<file path="config.mk">
export PLATFORM = sky130hd
export DESIGN_NAME = add3_serial_sched
export DESIGN_NICKNAME = d
export VERILOG_FILES = /design/src/rtl/add3_serial_sched.sv
export SDC_FILE = /design/constraint.sdc
export NUM_CORES = 1
export LEC_CHECK = 0
export CORE_ASPECT_RATIO = 1.25
export CORE_MARGIN = 10
export CORE_UTILIZATION = 48
export DETAILED_ROUTE_END_ITERATION = 10
export PLACE_DENSITY = 0.81
export SLEW_MARGIN = 20
export SYNTH_ARGS = -nofsm -noshare
export SYNTH_HDL_FRONTEND = slang
export SYNTH_SLANG_ARGS = --single-unit
</file>
<file path="constraint.sdc">
create_clock -name clk -period 2.8 [get_ports clk]
set_clock_uncertainty 0.15 [all_clocks]
set_input_delay 0.56 -clock clk [delete_from_list [all_inputs] [get_ports clk]]
set_output_delay 0.56 -clock clk [all_outputs]
set_load 0.1 [all_outputs]
</file>
<file path="src/rtl/add3_serial_sched.sv">
// Round-robin sequencer for a shared external 3-bit adder slice: two request ports,
// digit-serial LSD-first addition with registered carry, one valid/ready response port.
module add3_serial_sched #(
  parameter  int NDIG = 4,
  localparam int W    = 3 * NDIG
) (
  input  logic         clk,
  input  logic         rst_n,
  input  logic         req0_valid,
  output logic         req0_ready,
  input  logic [W-1:0] req0_a,
  input  logic [W-1:0] req0_b,
  input  logic         req0_cin,
  input  logic         req1_valid,
  output logic         req1_ready,
  input  logic [W-1:0] req1_a,
  input  logic [W-1:0] req1_b,
  input  logic         req1_cin,
  output logic         rsp_valid,
  input  logic         rsp_ready,
  output logic [W-1:0] rsp_sum,
  output logic         rsp_cout,
  output logic         rsp_id,
  output logic [2:0]   slice_a,
  output logic [2:0]   slice_b,
  output logic         slice_cin,
  input  logic [2:0]   slice_s,
  input  logic         slice_cout
);

  localparam int KW   = (NDIG > 1) ? $clog2(NDIG) : 1;
  localparam int DIGW = 3;

  typedef enum logic [1:0] {IDLE = 2'd0, RUN = 2'd1, DONE = 2'd2} state_t;

  state_t         state_q, state_d;
  logic [W-1:0]   a_q, a_d, b_q, b_d, sum_q, sum_d;
  logic           carry_q, carry_d;
  logic [KW-1:0]  k_q, k_d;
  logic           id_q, id_d;
  logic           last_grant_q, last_grant_d;

  // State and datapath registers
  always_ff @(posedge clk or negedge rst_n) begin
    if (!rst_n) begin
      state_q      <= IDLE;
      a_q          <= '0;
      b_q          <= '0;
      sum_q        <= '0;
      carry_q      <= 1'b0;
      k_q          <= '0;
      id_q         <= 1'b0;
      last_grant_q <= 1'b1;
    end else begin
      state_q      <= state_d;
      a_q          <= a_d;
      b_q          <= b_d;
      sum_q        <= sum_d;
      carry_q      <= carry_d;
      k_q          <= k_d;
      id_q         <= id_d;
      last_grant_q <= last_grant_d;
    end
  end

  // Next-state: accept on grant, one digit per RUN cycle, hold DONE until taken
  always_comb begin
    state_d      = state_q;
    a_d          = a_q;
    b_d          = b_q;
    sum_d        = sum_q;
    carry_d      = carry_q;
    k_d          = k_q;
    id_d         = id_q;
    last_grant_d = last_grant_q;
    case (state_q)
      IDLE: begin
        if (req0_ready || req1_ready) begin
          a_d          = req1_ready ? req1_a : req0_a;
          b_d          = req1_ready ? req1_b : req0_b;
          carry_d      = req1_ready ? req1_cin : req0_cin;
          id_d         = req1_ready;
          last_grant_d = req1_ready;
          k_d          = '0;
          sum_d        = '0;
          state_d      = RUN;
        end else begin
          state_d = IDLE;
        end
      end
      RUN: begin
        sum_d[DIGW*int'(k_q) +: DIGW] = slice_s;
        carry_d                       = slice_cout;
        if (k_q == KW'(NDIG - 1)) begin
          state_d = DONE;
        end else begin
          k_d = k_q + 1'b1;
        end
      end
      DONE: begin
        if (rsp_ready) begin
          state_d = IDLE;
        end else begin
          state_d = DONE;
        end
      end
      default: state_d = IDLE;
    endcase
  end

  // Outputs: round-robin grant (only in IDLE, out of reset) and slice drive
  always_comb begin
    req0_ready = 1'b0;
    req1_ready = 1'b0;
    slice_a    = 3'd0;
    slice_b    = 3'd0;
    slice_cin  = 1'b0;
    if (state_q == IDLE && rst_n) begin
      req1_ready = req1_valid & (~req0_valid | ~last_grant_q);
      req0_ready = req0_valid & ~req1_ready;
    end else begin
      req1_ready = 1'b0;
      req0_ready = 1'b0;
    end
    if (state_q == RUN) begin
      slice_a   = a_q[DIGW*int'(k_q) +: DIGW];
      slice_b   = b_q[DIGW*int'(k_q) +: DIGW];
      slice_cin = carry_q;
    end else begin
      slice_a   = 3'd0;
      slice_b   = 3'd0;
      slice_cin = 1'b0;
    end
  end

  assign rsp_valid = (state_q == DONE);
  assign rsp_sum   = sum_q;
  assign rsp_cout  = carry_q;
  assign rsp_id    = id_q;

endmodule

</file>
# [Word-level counts from Yosys, hierarchy flattened]
# Cells that the tools add are included.
[totals] inputBits=59 latch_bits=0 out_inout_bits=24 wordCells=54 ff_bits=43 ramBits=0 memories=0 rom_bits=0
[op_classes] addsub=2 multipliers=1 div_mod_pow=0 n_reduce_logical=7 n_mux=20 bitwise=6 n_lt_le_gt_ge=0 n_eq_ne=6 shifts=4
[op_table] operator="12-bit 2-to-1 mux" count=3
[op_table] operator="32-bit negator with 33-bit output" count=1
[op_table] operator="3-bit by 33-bit variable shift with 12-bit output (first input constant)" count=1
[op_table] operator="3-bit by 33-bit variable part select with 12-bit output" count=1
[op_table] operator="12-bit by 32-bit variable part select with 3-bit output" count=1
[op_table] operator="12-bit case mux with 2 select lines" count=1
[op_table] operator="12-bit bitwise mux" count=1
[op_table] operator="12-bit by 5-bit variable part select with 3-bit output" count=1
[op_table] operator="2-bit 2-to-1 mux" count=4
[op_table] operator="1-bit 2-to-1 mux" count=6
[op_table] operator="3-bit 2-to-1 mux" count=2
[op_table] operator="2-bit inequality test (second input constant)" count=3
[op_table] operator="2-bit case mux with 3 select lines" count=1
[op_table] operator="2-bit equality test (second input constant)" count=2
[op_table] operator="2-bit by 2-bit multiplier with 4-bit output (first input constant)" count=1
[op_table] operator="2-bit case mux with 2 select lines" count=1
[op_table] operator="2-bit AND reduction" count=2
[op_table] operator="1-bit inverter" count=3
[op_table] operator="3-bit AND reduction" count=1
[op_table] operator="2-bit by 1-bit adder with 2-bit output (second input constant)" count=1
[op_table] operator="1-bit bitwise AND" count=2
[op_table] operator="2-bit by 1-bit equality test with 1-bit output (second input constant)" count=1
[op_table] operator="2-bit logical NOT" count=1
[op_table] operator="1-bit case mux with 2 select lines" count=1
[op_table] operator="4 further kinds" count=4

# [Logic depth before layout (Yosys ltp)]
# Gate-level depths: netlist (run 1).
[depth] depth_word=9 depth_mapped=6 ltp_nobuf=5

# [Least setup slack after synthesis (run 1)]
# OpenSTA, ideal clock, no wires.
[synth_timing] path_kind="input to output" startpoint="input port rst_n" endpoint="output port req1_ready" t_required_ps=2090 path_buffers=2 cell_stages=4 arrival_time_ps=2457 setup_slack_ps=-367 cell_sequence="or3b_1 buf_4 buf_6 nor2_1"
[synth_via] elab_chain_cells=2
[synth_rtl] element="start: declaration" line_no="8" source="input logic rst_n,"
[synth_rtl] element="1-bit logical AND" line_no="118" source="if (state_q == IDLE && rst_n) begin"
[synth_rtl] element="1-bit 2-to-1 mux" line_no="118"
[synth_rtl] element="end: declaration" line_no="15" source="output logic req1_ready,"
# No other way between the ends.

# [Worst setup path in the final report (run 1)]
[layout_timing] startpoint="register k_q[0]" endpoint="output port slice_b[1]"
[layout_via] elab_chain_cells=3
[layout_rtl] element="start: declaration" line_no="39" source="logic [KW-1:0] k_q, k_d;"
[layout_rtl] element="start signal: assignment" line_no="60" source="k_q <= k_d;"
[layout_rtl] element="2-bit by 2-bit multiplier with 4-bit output" line_no="127" source="slice_b = b_q[DIGW*int'(k_q) +: DIGW];"
[layout_rtl] element="12-bit by 5-bit variable part select with 3-bit output" line_no="127"
[layout_rtl] element="3-bit 2-to-1 mux" line_no="125" source="if (state_q == RUN) begin"
[layout_rtl] element="end: declaration" line_no="25" source="output logic [2:0] slice_b,"
# No other way between the ends.

==> impl_metrics.json, run 1 <==
{
  "postCtsSetupBuffers": 0,
  "yosysWarnings": 0,
  "crit_type": "register to output port",
  "cts_buffers": 5,
  "core_um2": 4695,
  "ys_seq_area_share_pct": 46.39,
  "crit_required_ns": 2.09,
  "gp_congestion": 0.8128,
  "syn_avg_cell_area_um2": 10.05,
  "post_dp_cell_area_um2": 3241,
  "cp-end-kind": "output port",
  "grt_use_total_pct": 17.14,
  "cts-resized-gates": 0,
  "setup-tns-final_ns": 0,
  "grt-ovfl-total": 0,
  "drtIter0Drc": 153,
  "setup_viol": 0,
  "clk_pin_slew_ns": 0.08,
  "grt_start_max_net_pins": 32,
  "layout_commonest_cell": "clkdlybuf4s50_1",
  "fmax_mhz": 394.5,
  "wirelength_mm": 6.999,
  "slew_violations": 0,
  "fin_nets": 375,
  "initial_core_util_pct": 49.47,
  "grt_pass1_wl_mm": 10.92,
  "htree_levels": 2,
  "syn_area_um2": 2322,
  "drcViolationCount": 0,
  "yosysTopAreaCell": "dfrtp_1",
  "clock-sinks": 43,
  "grt_setup_unrepaired": "false",
  "finalInstanceArea_um2": 3329,
  "antenna_found_initial": 0,
  "ctsHoldBuffers": 0,
  "p_leak_uw": 0.001373,
  "wl_per_cell_um": 18.92,
  "mostFrequentLayoutCells": "clkdlybuf4s50_1, dfrtp_1, a21oi_1",
  "fin_crit_sh_pct": 90.53,
  "syn_to_final_growth_pct": 43.37,
  "hold_viol": 0,
  "maxCapViolCount": 0,
  "dp_hpwl_mm": 5.247,
  "run_status": "complete, no violations",
  "ioPinCount": 83,
  "hold_path.class": "primary input to async pin",
  "syn_inst": 231,
  "clock_latency_ns": 0.29,
  "antennaDiodeCount": 0,
  "die_area_um2": 8037,
  "yosysUniqueCellTypes": 35,
  "dieHeight_um": 97.77,
  "cts_buffer_depth": 2,
  "synth_top_area_share_pct": 45.26,
  "port_buffers": 82,
  "syn_nets": 296,
  "max_slew.worst_pin.slew_ns": 0.5740,
  "antenna_left": 0,
  "via_per_inst": 5.800,
  "num_vias": 2146,
  "cp-start-kind": "register",
  "vdd_drop_max_mv": 0.8164,
  "cp_max_fo": 15,
  "cts_tree": "done",
  "synth.area.top_cells": "dfrtp_1, a31oi_1, a21oi_1",
  "worstPathArrival_ns": 1.82,
  "power.density_nw_per_um2": 1299,
  "fp.dieW_um": 82.21,
  "drive_above_1_share_pct": 17.42,
  "root_buffer": "clkbuf_8",
  "rows": 28,
  "drt-pass1-iter-count": 5,
  "grt_pass1_vias": 2109,
  "synth_seq_cells": 43,
  "fin_crit_ns": 2.535,
  "slew_headroom_pct": 61.73
}
[report_power, final]
group	switching, µW	leakage, µW	internal [µW]	total [µW]
Clock	208	0.0000470	194	402
Combinational	1810	0.000817	984	2790
Sequential	244	0.000508	888	1130
[flip-flops by register name, summed over array words and instances (netlist names)]
register	cells
a_q	12
b_q	12
k_q	2
last_grant_q	1
rsp_cout	1
rsp_id	1
rsp_sum	12
state_q	2
[cell type report]
class                   count  area, µm²
clock buffers               6      82.58
inverters                   3      11.26
repair buffers             90      940.9
fillers                   381       1365
well taps                  60      75.07
multi-input cells         167       1136
clock inverters             1      5.005
flip-flops and latches     43       1079
[final timing paths]
check,from,to,slack (ns),cells past startpoint
min reg2reg,rsp_sum[4],rsp_sum[4],0.36,1
min in group clk,rsp_sum[4],rsp_sum[4],0.36,1
max,k_q[0],slice_b[1],0.27,3
max reg2reg,k_q[1],rsp_sum[1],0.70,4
min,rst_n,rsp_cout,0.10,2
max in group asynchronous,rst_n,k_q[0],2.08,2
[synthesized netlist by cell type (all sizes together)]
| cell type | instances |
|---|---|
| a22o | 14 |
| and3 | 1 |
| buf | 14 |
| a211o | 1 |
| nor2b | 2 |
| dfrtp | 42 |
| clkbuf | 4 |
| nor4b | 3 |
| nor2 | 4 |
| nor3b | 1 |
| nor4 | 1 |
| or2 | 1 |
| inv | 3 |
| nand2 | 26 |
| ha | 6 |
| nand3b | 1 |
| mux2 | 1 |
| o21ai | 27 |
| a21oi | 27 |
| a22oi | 4 |
| and2 | 7 |
| a31oi | 25 |
| mux4 | 6 |
| or3b | 1 |
| or3 | 1 |
| a21boi | 1 |
| o22ai | 1 |
| a21bo | 1 |
| nand2b | 4 |
| dfstp | 1 |
[cells by family after synthesis]
logic type	after synthesis	share of synthesized area, %
AO/OA/AOI/OAI	101	26.35
adder cells (fa/ha/maj)	6	3.233
buffers and inverters	21	5.226
flip-flops	43	46.39
multiplexers	7	6.304
AND/OR/NAND/NOR	53	12.50
[critical path, stage by stage (launching register included)]
cell     delay [ns]
dfrtp_2        0.60
mux4_2         0.55
and2_1         0.20
buf_12         0.17
[layer usage]
metal | vias to the layer above | GRT usage (%) | routed length [µm]
met1 | 1011 | 19.49 | 2571
li1 | 1018 | - | -
met5 | - | 0 | 0
met3 | 8 | 6.330 | 737
met2 | 109 | 29.45 | 3614
met4 | 0 | 3.543 | 74
[metrics by stage]
step	util, %	total power, µW	instances	hold WS, ns	setup WS, ns
after detailed placement	69.03	3941	363	0.3471	0.3402
after global routing	70.92	4533	370	0.1218	0.1904
after floorplan	-	3055	231	0.1144	0.09422
after global placement	69.03	3877	363	0.3422	0.3633
after CTS	70.90	4345	370	0.1008	0.04029
final	70.92	4326	370	0.1025	0.2652
Note: power is estimated with default switching activity, not from simulation.
==> inputs of run 2 (changes only) <==
CAP_MARGIN = 30   (was unset)
==> results of run 2 <==
The final DEF is identical to that of run 1; final timing and power are the same.
